**src/rtl/seven_seg_pkg.sv**
```systemverilog
// Shared constants for the multiplexed seven-segment display.
// Segment order is {g,f,e,d,c,b,a}, active-high.
package seven_seg_pkg;

    localparam logic [6:0] SEG_0     = 7'h3F;
    localparam logic [6:0] SEG_1     = 7'h06;
    localparam logic [6:0] SEG_2     = 7'h5B;
    localparam logic [6:0] SEG_3     = 7'h4F;
    localparam logic [6:0] SEG_4     = 7'h66;
    localparam logic [6:0] SEG_5     = 7'h6D;
    localparam logic [6:0] SEG_6     = 7'h7D;
    localparam logic [6:0] SEG_7     = 7'h07;
    localparam logic [6:0] SEG_8     = 7'h7F;
    localparam logic [6:0] SEG_9     = 7'h6F;
    localparam logic [6:0] SEG_A     = 7'h77;
    localparam logic [6:0] SEG_B     = 7'h7C;
    localparam logic [6:0] SEG_C     = 7'h39;
    localparam logic [6:0] SEG_D     = 7'h5E;
    localparam logic [6:0] SEG_E     = 7'h79;
    localparam logic [6:0] SEG_F     = 7'h71;
    localparam logic [6:0] SEG_BLANK = 7'h00;

    typedef enum logic {
        ST_BLANK = 1'b0,
        ST_SHOW  = 1'b1
    } state_t;

    localparam logic DIG_LS = 1'b0;
    localparam logic DIG_MS = 1'b1;

endpackage

```
**src/rtl/hex_to_7seg.sv**
```systemverilog
// Combinational hex nibble to seven-segment decoder.
// Output is active-high; callers apply pin polarity.
module hex_to_7seg
    import seven_seg_pkg::*;
(
    input  logic [3:0] hex,
    output logic [6:0] seg
);

    // Table lookup of the glyph for each hex value
    always_comb begin
        seg = SEG_BLANK;
        unique case (hex)
            4'h0: seg = SEG_0;
            4'h1: seg = SEG_1;
            4'h2: seg = SEG_2;
            4'h3: seg = SEG_3;
            4'h4: seg = SEG_4;
            4'h5: seg = SEG_5;
            4'h6: seg = SEG_6;
            4'h7: seg = SEG_7;
            4'h8: seg = SEG_8;
            4'h9: seg = SEG_9;
            4'hA: seg = SEG_A;
            4'hB: seg = SEG_B;
            4'hC: seg = SEG_C;
            4'hD: seg = SEG_D;
            4'hE: seg = SEG_E;
            4'hF: seg = SEG_F;
        endcase
    end

endmodule

```
**src/rtl/seven_seg_mux.sv**
```systemverilog
// Two-digit multiplexed seven-segment driver with per-slot blanking
// and frame-coherent shadow sampling of the digit values.
module seven_seg_mux
    import seven_seg_pkg::*;
#(
    parameter int CLK_HZ         = 12_000_000,
    parameter int REFRESH_HZ     = 1000,
    parameter int BLANK_CYCLES   = 64,
    parameter bit SEG_ACTIVE_LOW = 1'b1,
    parameter bit DIG_ACTIVE_LOW = 1'b1,
    parameter bit LZ_BLANK       = 1'b0
) (
    input  logic       clk,
    input  logic       reset,
    input  logic [3:0] nibbleMS,
    input  logic [3:0] nibbleLS,
    input  logic [1:0] dp_in,
    output logic [6:0] seg,
    output logic       seg_dp,
    output logic [1:0] digit_en,
    output logic       frame_tick
);

    localparam int DIV = CLK_HZ / REFRESH_HZ;
    localparam int CW  = (DIV > 1) ? $clog2(DIV) : 1;

    localparam logic [CW-1:0] CNT_LAST  = CW'(DIV - 1);
    localparam logic [CW-1:0] BLK_LAST  = CW'(BLANK_CYCLES - 1);
    localparam logic [6:0]    SEG_OFF   = {7{SEG_ACTIVE_LOW}};
    localparam logic          DP_OFF    = SEG_ACTIVE_LOW;
    localparam logic [1:0]    DIG_OFF   = {2{DIG_ACTIVE_LOW}};

    generate
        if (DIV < 2 || BLANK_CYCLES < 1 || BLANK_CYCLES >= DIV) begin : g_bad_cfg
            $error("seven_seg_mux: need DIV>=2 and 0<BLANK_CYCLES<DIV");
        end
    endgenerate

    logic [CW-1:0] cnt;
    state_t        state;
    state_t        state_nxt;
    logic          dig;
    logic          pend;
    logic [3:0]    sh_ms;
    logic [3:0]    sh_ls;
    logic [1:0]    sh_dp;

    logic          wrap;
    logic          load;
    logic [3:0]    cur_val;
    logic [6:0]    cur_glyph;
    logic          lit;
    logic [6:0]    seg_nxt;
    logic          dp_nxt;
    logic [1:0]    en_nxt;

    // A frame load happens on the first cycle out of reset and
    // whenever the MS slot ends, so both nibbles change together.
    assign wrap = (cnt == CNT_LAST);
    assign load = pend || (wrap && dig == DIG_MS);

    // Slot counter, digit select and shadow capture
    always_ff @(posedge clk) begin
        if (reset) begin
            cnt        <= '0;
            dig        <= DIG_LS;
            pend       <= 1'b1;
            sh_ms      <= '0;
            sh_ls      <= '0;
            sh_dp      <= '0;
            frame_tick <= 1'b0;
        end else begin
            cnt        <= wrap ? '0 : cnt + 1'b1;
            dig        <= wrap ? ~dig : dig;
            pend       <= 1'b0;
            frame_tick <= load;
            if (load) begin
                sh_ms <= nibbleMS;
                sh_ls <= nibbleLS;
                sh_dp <= dp_in;
            end
        end
    end

    // FSM state register
    always_ff @(posedge clk) begin
        if (reset) begin
            state <= ST_BLANK;
        end else begin
            state <= state_nxt;
        end
    end

    // FSM next state: blank gap at slot start, then show
    always_comb begin
        state_nxt = state;
        unique case (state)
            ST_BLANK: if (cnt == BLK_LAST) state_nxt = ST_SHOW;
            ST_SHOW:  if (wrap) state_nxt = ST_BLANK;
            default:  state_nxt = ST_BLANK;
        endcase
    end

    assign cur_val = (dig == DIG_MS) ? sh_ms : sh_ls;

    hex_to_7seg u_dec (
        .hex (cur_val),
        .seg (cur_glyph)
    );

    // Active-high view of what the pins should show next cycle
    always_comb begin
        lit = (state == ST_SHOW);
        if (LZ_BLANK && dig == DIG_MS && sh_ms == 4'h0) begin
            lit = 1'b0;
        end
        seg_nxt = lit ? cur_glyph : SEG_BLANK;
        dp_nxt  = lit & sh_dp[dig];
        en_nxt  = 2'b00;
        if (lit) begin
            en_nxt = (dig == DIG_MS) ? 2'b10 : 2'b01;
        end
    end

    // Output register with pin polarity applied; seg and enables
    // switch on the same edge so no ghost overlap is possible.
    always_ff @(posedge clk) begin
        if (reset) begin
            seg      <= SEG_OFF;
            seg_dp   <= DP_OFF;
            digit_en <= DIG_OFF;
        end else begin
            seg      <= seg_nxt ^ SEG_OFF;
            seg_dp   <= dp_nxt ^ DP_OFF;
            digit_en <= en_nxt ^ DIG_OFF;
        end
    end

endmodule

```
**config.mk**
```make
export PLATFORM = sky130hd
export DESIGN_NAME = seven_seg_mux
export DESIGN_NICKNAME = d
export VERILOG_FILES = /design/src/rtl/seven_seg_pkg.sv /design/src/rtl/hex_to_7seg.sv /design/src/rtl/seven_seg_mux.sv
export SDC_FILE = /design/constraint.sdc
export NUM_CORES = 1
export LEC_CHECK = 0
export CAP_MARGIN = 20
export CORE_ASPECT_RATIO = 1.5
export CORE_MARGIN = 5
export CORE_UTILIZATION = 48
export DETAILED_ROUTE_END_ITERATION = 7
export GPL_TIMING_DRIVEN = 0
export PLACE_DENSITY_LB_ADDON = 0.15
export RECOVER_POWER = 100
export SETUP_SLACK_MARGIN = 0.1
export SLEW_MARGIN = 5
export SYNTH_ARGS = -nofsm -noshare
export SYNTH_HDL_FRONTEND = slang
export SYNTH_SLANG_ARGS = --single-unit
```
**constraint.sdc**
```tcl
create_clock -name clk -period 1.91 [get_ports clk]
set_input_delay 0.573 -clock clk [delete_from_list [all_inputs] [get_ports clk]]
set_output_delay 0.573 -clock clk [all_outputs]
set_load 0.05 [all_outputs]
```
==> run_results.csv <==
group,metric,value,unit
status,status,"finished clean",
power_and_ir_drop,static-leakage-power,0.8067,nW
timing,finalCriticalPeriod,1.788,ns
die,die_h,82.90,um
global_route,pin_count_of_the_biggest_net_entering_global_routing,13,
detailed_routing,detailroute.via_count,1274,
layout,area_growth,22.88,%
placed_design,hpwlAfterDp,2.464,mm
timing,max_slew_margin,63.44,%
logic_synthesis,synthCells,170,
die,die_area,4857,sq um
global_route,grtUsageMet3,4.348,%
cts,cts_tree,"done",
die,ios,23,
global_route,vias_in_the_first_global_route,1267,
placed_design,dp_worst_setup_slack,-0.2049,ns
layout,count_of_nets_after_finishing,219,
layout,post_route_cells_drive_above_1_share,11.94,%
global_route,grt_util_met2,26.65,%
global_route,gr-usage-all-layers,14.65,%
die,coreArea,3416,sq um
global_route,grt_antenna_before_repair,0,
setup_path,required,2.10,ns
timing,timing.final.setup_violations,0,
logic_synthesis,synthArstFlopShare,0,%
cts,tritoncts.num_buffers,5,
setup_path,critical_path.endpoint_type,"register",
run,max-cap-violations,0,
layout,mostFrequentLayoutCell,"dfxtp_1",
logic_synthesis,synthesis.yosys.warnings,0,
setup_path,critical_path_peak_fanout,10,
timing,holdWs,0.4482,ns
worst_hold_path,hold_path_class,"reg -> reg",
setup_path,worst_setup_path_start_kind,"register",
cts,clk_pin_slew_worst_paths,0.08,ns
detailed_routing,detailed_route_iter0_violations,28,
layout,num_antenna_cells,0,
detailed_routing,drt_pre_antenna_iters,4,
logic_synthesis,synth-edff-count,0,
power_and_ir_drop,p_total,1.622,mW
power_and_ir_drop,power.density_cell_area,776.4,nW/um^2
cts,clock-sinks,38,
detailed_routing,drt_wl_total,3.212,mm
timing,tightestPinTransition,0.5331,ns
placed_design,routabilityCongestion,0.8705,
logic_synthesis,synth_nets,189,
cts,cts.root.buffer_cell,"clkbuf_8",
detailed_routing,drt-vias-per-instance,5.243,
logic_synthesis,synth_area,1700,sq um
die,rows,26,
global_route,overflow,0,
die,die_width,58.60,um
global_route,grt.met1_usage,14.33,%
logic_synthesis,synth_cell_type_count,33,
global_route,gr-max-usage-layer,"met2",
die,floorplan.initialDensity,49.78,%
timing,timing.clock.skew,0.005108,ns
detailed_routing,detail_route.drc_violations,0,
logic_synthesis,ys_ff_latch,38,
timing,finalHoldViolCount,0,
timing,max_freq,559.3,MHz
timing,final-max-slew-violation-count,0,
cts,clock_insertion_delay_worst_skew,0.29,ns
logic_synthesis,dominantRegCellSynth,"dfxtp_1",
setup_path,worstSetupPathType,"reg -> reg",
detailed_routing,wl_per_instance,13.22,um
layout,fillers,308,
logic_synthesis,syn-mean-instance-area,10.00,sq um
global_route,grt_first_pass_wirelength,5.568,mm
detailed_routing,antenna_violating_nets_post_route,0,
cts,clk_path_buf_depth,2,
timing,timing.final.crit_share,93.62,%
cts,cts_max_level,2,
timing,worst_slack,0.1219,ns
placed_design,io_buffer_count,22,
logic_synthesis,yosysSeqAreaShare,44.74,%
power_and_ir_drop,peakVddDrop,0.6145,mV
setup_path,crit_arrival,1.97,ns
layout,most-common-layout-cells,"38 x dfxtp_1, 27 x nor2_1, 14 x mux2i_1",
timing,grt_setup_unrepaired,"yes",
## sequential cells by signal, summed over array words and instances, names as in the netlist
| signal | flops |
|---|---|
| cnt | 14 |
| dig | 1 |
| digit_en | 2 |
| frame_tick | 1 |
| lit | 1 |
| pend | 1 |
| seg | 7 |
| seg_dp | 1 |
| sh_dp | 2 |
| sh_ls | 4 |
| sh_ms | 4 |
## worst max-delay path, stage by stage (launching register included)
cell	delay, ns
dfxtp_1	0.33
buf_6	0.17
mux2_1	0.42
inv_1	0.17
ha_1	0.26
nand2_1	0.08
o21ai_0	0.08
a21o_1	0.18
## cells by family (layout without fill, tap and decap cells)
group	after synthesis	after routing	share of synthesized area, %
and+or+nand+nor	66	66	19.57
xor gates and xnor gates	14	14	7.211
DFF	38	38	44.74
adders and majority gates	7	7	5.151
muxes	19	19	12.14
buffers and inverters	13	44	5.077
AOI/OAI and AO/OA	13	13	6.108
## cell type report
class / count / area (sq um) / area share, %
multi-input combinational: 119 / 868.3 / 41.56
sequential: 38 / 760.7 / 36.41
timing repair buffer: 23 / 214.0 / 10.24
buffer: 9 / 70.07 / 3.353
clock buffer: 5 / 68.82 / 3.293
tap: 42 / 52.55 / 2.515
clock inverter: 3 / 40.04 / 1.916
inverter: 4 / 15.01 / 0.7186
## stage by stage
step	setup TNS [ns]	area (sq um)	cells	util (%)
finish	0	2090	243	61.17
global route	0	2090	243	61.17
CTS	0	2088	243	61.14
detailed placement	-2.228	1977	234	57.88
global placement	-0.7909	1977	234	57.88
floorplan	0	1704	170	-
## routing by layer
metal  share of wire (%)  vias up
li1                    -      649
met1                  38      600
met2                  56       21
met3                 4.0        4
met4                 1.2        0
met5                   0        -
## where the power goes
group	internal, mW	switching, mW
Clock	0.384	0.278
Combinational	0.0674	0.0663
Sequential	0.812	0.0139
Total	1.26	0.359
## Yosys cell counts, types with 3 or more instances
| library cell | count | area, sq um |
|---|---|---|
| dfxtp_1 | 38 | 760.7 |
| o211ai_1 | 3 | 22.52 |
| nor3_1 | 4 | 20.02 |
| o221ai_1 | 3 | 26.28 |
| buf_6 | 4 | 45.04 |
| nor2_1 | 27 | 101.4 |
| inv_1 | 4 | 15.01 |
| mux2_2 | 3 | 33.78 |
| xor2_1 | 6 | 52.55 |
| nand4_1 | 5 | 31.28 |
| nand2_1 | 9 | 33.78 |
| xnor2_1 | 8 | 70.07 |
| clkbuf_1 | 3 | 11.26 |
| mux2i_1 | 15 | 150.1 |
| and3_1 | 3 | 18.77 |
| ha_1 | 7 | 87.58 |
| nand3_1 | 7 | 35.03 |
## final timing paths
path	slack, ns	startpoint	depth (start not counted)	end
min reg2reg	0.45	cnt[0]	1	cnt[0]
min	0.45	cnt[0]	1	cnt[0]
max reg2reg	0.12	dig	7	seg[1]
max	0.12	dig	7	seg[1]
## repair_timing
| item | in CTS | in global routing |
|---|---|---|
| resized for setup | 12 | 7 |
| buffers inserted | 1 | 0 |
| hold buffers | 0 | 0 |
| setup endpoints to repair | 12 | 12 |
Power figures use the tool's default switching activity.
